**config.mk**
```make
export PLATFORM = sky130hd
export DESIGN_NAME = trace_packer
export DESIGN_NICKNAME = d
export VERILOG_FILES = /design/src/rtl/lebug_pkg.sv /design/src/rtl/trace_packer.sv
export SDC_FILE = /design/constraint.sdc
export NUM_CORES = 1
export LEC_CHECK = 0
export CORE_AREA = 2 2 256 207
export DETAILED_ROUTE_END_ITERATION = 10
export DIE_AREA = 0 0 258 209
export GPL_TIMING_DRIVEN = 0
export PLACE_DENSITY = 0.69
export SYNTH_ARGS = -nofsm -noshare
export SYNTH_HDL_FRONTEND = slang
export SYNTH_SLANG_ARGS = --single-unit
```
**constraint.sdc**
```tcl
create_clock -name clk -period 4.3 [get_ports clk]
set_input_delay 0.86 -clock clk [delete_from_list [all_inputs] [get_ports clk]]
set_output_delay 0.86 -clock clk [all_outputs]
set_load 0.01 [all_outputs]
```
**src/rtl/lebug_pkg.sv**
```systemverilog
`default_nettype none
// +----------------------------------------------------------------------+
// | lebug_pkg : shared lane type and packing geometry for trace_packer    |
// | Rev 1.0                                                               |
// +----------------------------------------------------------------------+
package lebug_pkg;

   localparam int N          = 8;
   localparam int DATA_WIDTH = 32;
   localparam int M          = 2;
   localparam int BEATS      = N / M;

   typedef logic [DATA_WIDTH-1:0] lane_t;

   function automatic int cnt_width(input int beats);
      return (beats > 1) ? $clog2(beats) : 1;
   endfunction

endpackage
`default_nettype wire

```
**src/rtl/trace_packer.sv**
```systemverilog
`default_nettype none
// +----------------------------------------------------------------------+
// | trace_packer : packs M-lane trace beats into N-lane enqueue vectors   |
// | Rev 1.0                                                               |
// +----------------------------------------------------------------------+
module trace_packer
   import lebug_pkg::*;
#(
   parameter int N          = lebug_pkg::N,
   parameter int DATA_WIDTH = lebug_pkg::DATA_WIDTH,
   parameter int M          = lebug_pkg::M
) (
   input  logic                           clk,
   input  logic                           reset_n,
   input  logic                           valid_in,
   input  logic                           eof_in,
   input  logic                           tracing,
   input  logic [M-1:0][DATA_WIDTH-1:0]   data_in,
   output logic                           enqueue,
   output logic                           eof_out,
   output logic [N-1:0][DATA_WIDTH-1:0]   vector_out,
   output logic [15:0]                    frame_count
);

   localparam int               c_BEATS     = N / M;
   localparam int               c_CW        = cnt_width(c_BEATS);
   localparam logic [c_CW-1:0]  c_LAST_BEAT = c_CW'(c_BEATS - 1);

   generate
      if ((M < 1) || (M > N) || ((N % M) != 0)) begin : g_param_check
         $error("trace_packer: N must be a non-zero multiple of M");
      end
   endgenerate

   logic [c_CW-1:0]                 r_cnt;
   logic [N-1:0][DATA_WIDTH-1:0]    r_shadow;
   logic                            r_tracing_q;
   logic                            r_enqueue;
   logic                            r_eof;
   logic [N-1:0][DATA_WIDTH-1:0]    r_vector;
   logic [15:0]                     r_frame_count;

   logic                            w_accept;
   logic                            w_close;
   logic                            w_flush;
   logic [N-1:0][DATA_WIDTH-1:0]    w_merged;

   assign w_accept = valid_in & tracing;
   assign w_close  = w_accept & ((r_cnt == c_LAST_BEAT) | eof_in);
   // A falling tracing edge can never coincide with an accepted beat.
   assign w_flush  = r_tracing_q & ~tracing & (r_cnt != '0);

   always_comb begin
      w_merged = r_shadow;
      for (int j = 0; j < M; j++) begin
         w_merged[int'(r_cnt) * M + j] = data_in[j];
      end
   end

   always_ff @(posedge clk or negedge reset_n) begin
      if (!reset_n) begin
         r_cnt         <= '0;
         r_shadow      <= '0;
         r_tracing_q   <= 1'b0;
         r_enqueue     <= 1'b0;
         r_eof         <= 1'b0;
         r_vector      <= '0;
         r_frame_count <= '0;
      end else begin
         r_tracing_q <= tracing;
         r_enqueue   <= w_close | w_flush;
         if (w_close) begin
            r_vector <= w_merged;
            r_eof    <= eof_in;
            r_cnt    <= '0;
            r_shadow <= '0;
            if (eof_in) begin
               r_frame_count <= r_frame_count + 16'd1;
            end
         end else if (w_flush) begin
            r_vector      <= r_shadow;
            r_eof         <= 1'b1;
            r_cnt         <= '0;
            r_shadow      <= '0;
            r_frame_count <= r_frame_count + 16'd1;
         end else if (w_accept) begin
            r_shadow <= w_merged;
            r_cnt    <= r_cnt + 1'b1;
         end
      end
   end

   assign enqueue     = r_enqueue;
   assign eof_out     = r_eof;
   assign vector_out  = r_vector;
   assign frame_count = r_frame_count;

endmodule
`default_nettype wire

```
# Yosys cells after proc, flatten, opt, wreduce, memory -nomap -nowiden

Cells that the tools add are included.

Word-level logic and storage cells: 62
Output and inout bits: 274
Input bits: 69
Register bits: 533

Eq/ne operators: 2
Reduce and logical (&&, ||, !) cells: 6
Multiplexer cells: 19
$add $sub $neg: 3
Magnitude comparators: 4
Bitwise gates (word level): 7

Operators with widths:

| operator                | count |
|---|---|
| $mux W256               | 5 |
| $bwmux W256             | 2 |
| $demux W32 S3           | 1 |
| $demux W32 S2           | 1 |
| $mux W32                | 2 |
| $mux W16                | 3 |
| $add A16 B1 Y16 const B | 1 |
| $mux W2                 | 3 |
| $add A3 B1 Y4 const B   | 1 |
| $and A1 B1 Y1           | 4 |
| $ge A4 B1 Y1 const B    | 1 |
| $lt A3 B4 Y1 const B    | 1 |
| $lt A4 B4 Y1 const B    | 1 |
| $reduce_bool A2 Y1      | 2 |
| $ge A3 B1 Y1 const B    | 1 |
| $reduce_bool A3 Y1      | 1 |
| $add A2 B1 Y2 const B   | 1 |
| $eq A2 B2 Y1 const B    | 1 |
| $logic_and A1 B1 Y1     | 2 |
| $mux W1                 | 2 |
| $ne A2 B2 Y1 const B    | 1 |
| $or A1 B1 Y1            | 2 |
| $reduce_and A2 Y1       | 1 |
| $not A1 Y1              | 1 |

# Depth between registers and ports, before layout

Gate-level depths: netlist of the first run.

Depth after elaboration: 9
Depth in mapped cells: 9
Mapped depth without buffers: 6

# Worst setup path before layout of the first run

No wires, ideal clock.

Path type: input-to-reg
Start point: input eof_in
End point: register r_vector, in the netlist vector_out[135]
Required time: 4173 ps
Arrival time: 2114 ps
Stages on the path: 8
Setup slack: 2059 ps
Library setup time: 127 ps
Path buffers: 4
Cell sequence: buf_2 o211a_1 buf_6 and2_4 buf_6 buf_6 a222oi_1 inv_1

Cells in the longest elaborated chain, start to end: 3
Elaborated cells on any way between the ends: 4
Classes of those cells: mux (1); bitwise (2); reduce/logical (1)

RTL lines:

| what                                            | line               | source |
|---|---|---|
| start: declaration                              | trace_packer.sv:16 | `input logic eof_in,` |
| $or A1 B1 Y1 *                                  | trace_packer.sv:49 | `assign w_close = w_accept & ((r_cnt == c_LAST_BEAT) \| eof_in);` |
| $and A1 B1 Y1 *                                 | trace_packer.sv:49 |  |
| $mux W256 or $reduce_bool A2 Y1 (tied branches) | n/a                |  |
| end signal: assignment                          | trace_packer.sv:73 | `r_vector <= w_merged;` |
| end signal: assignment                          | trace_packer.sv:81 | `r_vector <= r_shadow;` |
| end: declaration                                | trace_packer.sv:40 | `logic [N-1:0][DATA_WIDTH-1:0] r_vector;` |

Mark *: on every way between the ends. The rest lies on a longest branch, timed or not.
A chain may end at the register's enable or synchronous reset.

# Worst setup path after layout of the first run

Start point: input tracing
End point: register r_shadow[124] in the netlist's numbering

Cells in the longest elaborated chain, start to end: 5
Elaborated cells on any way between the ends: 8
Classes of those cells: mux (2); bitwise (5); reduce/logical (1)

RTL lines:

| what                        | line               | source |
|---|---|---|
| start: declaration          | trace_packer.sv:17 | `input logic tracing,` |
| $not A1 Y1                  | trace_packer.sv:51 | `assign w_flush = r_tracing_q & ~tracing & (r_cnt != '0);` |
| $and A1 B1 Y1 (2 in series) | trace_packer.sv:51 |  |
| $mux W256                   | trace_packer.sv:80 | `end else if (w_flush) begin` |
| $mux W256                   | trace_packer.sv:72 | `if (w_close) begin` |
| end signal: assignment      | trace_packer.sv:87 | `r_shadow <= w_merged;` |
| end: declaration            | trace_packer.sv:36 | `logic [N-1:0][DATA_WIDTH-1:0] r_shadow;` |

Parallel ways exist; a longest one is shown, timed or not.

==> results.toml, run 1 <==
[cts]
cts_setup_buffers = 0
cts_buffers = 55
htree_levels = 2
cts.repair.resized = 0
clock_latency_ps = 600
clk_pin_slew_worst_paths_ps = 60
clock_path_buffers = 3
cts_num_sinks = 533
hold_buffers = 0
cts_root_buf = "clkbuf_16"
cts_tree = "yes"

[status]
status = "finished with violations"
failed_checks = "DRC"

[floorplanning]
ios = 343
num_rows = 75
dieArea_mm2 = 0.0539
core_mm2 = 0.0517
initial_utilization = 0.394
die_h_um = 209
die_w_um = 258

[final_layout]
drive_above_1_share = 0.0891
areaGrowthSynthToFinish_pct = 30.3
layout_common_cells = "533 x dfrtp_1, 341 x clkdlybuf4s50_1, 248 x inv_1"
final_cell_area_mm2 = 0.0265
fill_cells = 4364
final_common_cell = "dfrtp_1"
fin_nets = 2037

[timing]
tns_ps = 0
finalSetupViolations = 0
fin_crit_sh = 0.684
slew_violations = 0
fmax_mhz = 340
min_period_ps = 2940
rsz0062_at_grt = "no"
hold_viol_final = 0
maxSlewHeadroom = 0.339
tightest_slew_ps = 992
fin_worst_skew_ps = 12.9

[route]
routedWlPerCell_um = 25.2
wirelength_um = 67900
drtAntennaViolNets = 0
firstDrtPassIters = 11
drtIter0Drc = 2663
viasPerCell = 5.95
vias = 16021
drc_errors = 8

[worst_hold_path]
hold_class = "input port to asynchronous set/reset pin"

[power]
peakVddDrop_mv = 0.372
cellLeakagePower_nw = 14.0
p_per_area_mw_per_mm2 = 624
finalPower_mw = 16.6

[run]
max_cap_viol_count = 0

[setup_path]
critPathKind = "input port to flop"
cp-start-kind = "input port"
worstPathMaxFanout = 10
cp.arrival_ps = 3470
worstPathCellList = "clkdlybuf4s50_1 > and2_1 > and3_1 > clkbuf_1 > buf_2 > a22o_1"
critPathCaptureType = "flop"
cpMaxStageDelayCell = "clkbuf_1"
worst-endpoint-required_ps = 4820
worst_path_largest_cell_delay_ps = 770

[logic_synthesis]
ys_seq_elements = 533
synthFlopType = "dfrtp_1"
syn_inst = 1557
syn_nets = 1634
async_reset_ff_frac = 1.00
synth_edf_count = 0
ys_seq_area_frac = 0.655
yosysWarnings = 0
synth_cell_type_count = 37
avgSynthCellArea_um2 = 13.1
syn_area_mm2 = 0.0204

[placement]
placed_area_mm2 = 0.0248
place_hpwl_um = 46200
io_buffer_count = 342
place_congestion = 0.813

[grt]
grt_pass1_wl_um = 102000
globalRouteOverflowTotal = 0
grtUsageTotal = 0.249
first_global_vias = 15967
grt_max_degree = 127
antenna_found_initial = 0
cell usage after synthesis, drive strengths merged, types with 6 or more instances:
cell      n  area share
dfrtp   533        0.65
o21ai     8      0.0021
a21oi     7      0.0019
nor2     10      0.0020
and2      7      0.0024
inv     248       0.046
nand3     6      0.0015
ha        8      0.0049
a222oi  241        0.12
xor2      7      0.0030
a32oi    15      0.0064
clkbuf   54      0.0099
buf      86       0.025
a22o    192       0.083
or3       6      0.0018
and3     73       0.022
xnor2     9      0.0039
nand2    34      0.0063
stage by stage:
stage | std cells | setup WS, ps | util | hold slack (ps)
floorplan | 1557 | 2060 | - | 446
global placement | 2592 | -20220 | 0.477 | 460
detailed placement | 2596 | 796 | 0.479 | 462
CTS | 2691 | 1450 | 0.513 | 200
global route | 2691 | 1310 | 0.513 | 237
finish | 2692 | 1360 | 0.513 | 204
routing by layer:
layer | global-route usage | up-vias | part of all wire
met5 | 0 | - | 0
met4 | 0.0901 | 0 | 0.033
li1 | - | 6735 | -
met3 | 0.0642 | 115 | 0.11
met2 | 0.373 | 946 | 0.45
met1 | 0.349 | 8225 | 0.41
where the power goes:
part	internal (mW)	leakage (nW)	switching, mW
registers	6.16	7.26	0.777
clock network	2.73	0.868	1.97
logic	2.34	5.88	2.60
critical path, delay by kind of cell:
kind	cells	cell delay, ps
buf+inv	3	1820
simple gates	2	600
compound gates	1	170
worst paths after layout:
kind / startpoint / depth (start not counted) / slack, ps / to
setup / recovery: tracing / 6 / 1360 / r_shadow[124]
hold / removal: reset_n / 1 / 200 / vector_out[32]
setup reg to reg: r_cnt[0] / 8 / 1460 / vector_out[129]
hold reg to reg: r_shadow[199] / 2 / 470 / vector_out[199]
max in group asynchronous: reset_n / 4 / 2030 / r_shadow[248]
min in group clk: r_shadow[199] / 2 / 470 / vector_out[199]
registers in the layout (all words and copies together), names as in the netlist:
register     flops
vector_out     256
r_tracing_q      1
eof_out          1
frame_count     16
enqueue          1
r_cnt            2
r_shadow       256
cell type report:
| cell class | count | area [µm²] | area share |
|---|---|---|---|
| plain buffers | 140 | 708 | 0.0267 |
| flip-flops and latches | 533 | 13300 | 0.502 |
| well taps | 693 | 867 | 0.0327 |
| multi-input cells | 636 | 5400 | 0.203 |
| clock buffers | 80 | 1590 | 0.0600 |
| repair buffers | 346 | 3540 | 0.133 |
| clock inverters | 15 | 168 | 0.00632 |
| diodes | 1 | 2.50 | 0.0000943 |
| inverters | 248 | 931 | 0.0351 |
cell families after synthesis:
kind of cell / Yosys count / share of synthesized area
XOR/XNOR: 16 / 0.00688
AO/OA/AOI/OAI: 467 / 0.213
flip-flops: 533 / 0.655
adder cells (fa/ha/maj): 8 / 0.00491
multiplexers: 1 / 0.000553
AND/OR/NAND/NOR: 144 / 0.0393
buffers and inverters: 388 / 0.0804
Power figures use the tool's default switching activity.
==> run 2: changes to the inputs <==
==> constraint.sdc (replaced) <==
create_clock -name clk -period 2.9 [get_ports clk]
set_input_delay 0.58 -clock clk [delete_from_list [all_inputs] [get_ports clk]]
set_output_delay 0.58 -clock clk [all_outputs]
set_load 0.01 [all_outputs]
==> results.toml, run 2 (synthesized netlist as in run 1, its figures left out) <==
[timing]
setup_ws_ps = 27.5
fin_worst_skew_ps = 14.5
rsz0062_at_grt = "no"
fin_crit_sh = 0.991
fmax_mhz = 348
min_period_ps = 2870
maxSlewHeadroom = 0.419
finalSetupViolations = 0
tightest_slew_ps = 872
hold_viol_final = 0
slew_violations = 0

[setup_path]
rrSetupSlack_ps = 30
reg2reg_from = "r_cnt[0]"
cp.arrival_ps = 3400
worst-endpoint-required_ps = 3430
worstPathMaxFanout = 10
ff2ff_path_depth = 6
cp-start-kind = "flop"
critPathKind = "flop to flop"
r2r_end = "r_shadow[124]"
critPathCaptureType = "flop"

[placement]
place_hpwl_um = 46200
place_congestion = 0.813
placed_area_mm2 = 0.0248
io_buffer_count = 342
post-place-ws_ps = -324

[grt]
grt_pass1_wl_um = 102000
globalRouteOverflowTotal = 0
use_met2 = 0.373
antenna_found_initial = 0
grt_max_degree = 127
met1_usage = 0.349
busiest_layer = "met2"
met3_usage = 0.0642
grtUsageTotal = 0.249
first_global_vias = 15973

[floorplanning]
core_mm2 = 0.0517
die_w_um = 258
die_h_um = 209
ios = 343
dieArea_mm2 = 0.0539
num_rows = 75
initial_utilization = 0.394

[run]
max_cap_viol_count = 0

[route]
viasPerCell = 5.95
drc_errors = 1
vias = 16026
wirelength_um = 68200
routedWlPerCell_um = 25.3
drtIter0Drc = 2839
drtAntennaViolNets = 0
firstDrtPassIters = 11

[power]
finalPower_mw = 24.6
p_per_area_mw_per_mm2 = 924
peakVddDrop_mv = 0.552
cellLeakagePower_nw = 14.0

[cts]
clock_latency_ps = 600
cts_buffers = 55
cts_root_buf = "clkbuf_16"
clock_path_buffers = 3
cts_tree = "yes"
clk_pin_slew_worst_paths_ps = 60
cts_setup_buffers = 0
htree_levels = 2
cts_num_sinks = 533

[final_layout]
areaGrowthSynthToFinish_pct = 30.5
multi_input_area_mm2 = 0.00540
fill_cells = 4365
final_cell_area_mm2 = 0.0266
drive_above_1_share = 0.0905
utilization = 0.514
layout_common_cells = "533 x dfrtp_1, 341 x clkdlybuf4s50_1, 248 x inv_1"
final_common_cell = "dfrtp_1"
seq_area_mm2 = 0.0133
fin_nets = 2039

[status]
status = "finished with violations"
failed_checks = "DRC"

[worst_hold_path]
hold_class = "flop to flop"
min_from = "r_shadow[199]"
worstHoldPathCells = 2
hold_end = "vector_out[199]"
==> run 2: changes by cell type in the layout (fill, tap and decap cells not counted), sizes merged <==
cell           delta
buf               -1
clkbuf            +1
clkdlybuf4s15     +1
dlygate4sd3       +1
==> run 2: power breakdown <==
group          switching (mW)  total, mW  internal (mW)
Clock                    2.91       6.96           4.05
Sequential               1.16       10.3           9.13
Combinational            3.85       7.32           3.47
==> run 2: stage by stage <==
stage	hold WS, ps	instances	setup TNS (ps)
after CTS	467	2692	0
after detailed placement	462	2596	-27850
after global routing	500	2693	0
after global placement	460	2592	-
final	470	2694	0
after floorplan	284	1557	0
==> run 2: cell type report <==
cell class / instances / share of cell area
Antenna cell: 1 / 0.0000941
Buffer: 140 / 0.0271
Clock buffer: 80 / 0.0599
Clock inverter: 15 / 0.00631
Inverter: 248 / 0.0350
Multi-Input combinational cell: 636 / 0.203
Sequential cell: 533 / 0.502
Tap cell: 693 / 0.0326
Timing Repair Buffer: 348 / 0.134
==> run 2: how the worst max path moves through the flow <==
stage               cells past startpoint     start  slack, ps               to
finish                                  6  r_cnt[0]         30    r_shadow[124]
global route                            6  r_cnt[0]          4    r_shadow[125]
CTS                                     6  r_cnt[0]         80    r_shadow[201]
detailed placement                      7   tracing       -320  vector_out[134]
global placement                        1   reset_n     -21340    r_shadow[115]
floorplan                               9  r_cnt[0]        880  vector_out[135]
==> run 2: timing repair <==
item,in CTS,in global routing
endpoints found under the setup margin,0,66
hold buffers,1,0
endpoints found under the hold margin,68,0
resized for setup,0,9
==> run 2: critical path: stages (launching register included) <==
cell	delay, ps
dfrtp_1	440
ha_1	250
nor2_1	370
and3_1	380
clkdlybuf4s15_1	790
buf_2	390
a22o_1	180
==> run 2: routing by layer <==
layer | part of all wire | up-vias
li1 | - | 6733
met3 | 0.11 | 111
met4 | 0.032 | 0
met1 | 0.41 | 8241
met5 | 0 | -
met2 | 0.45 | 941
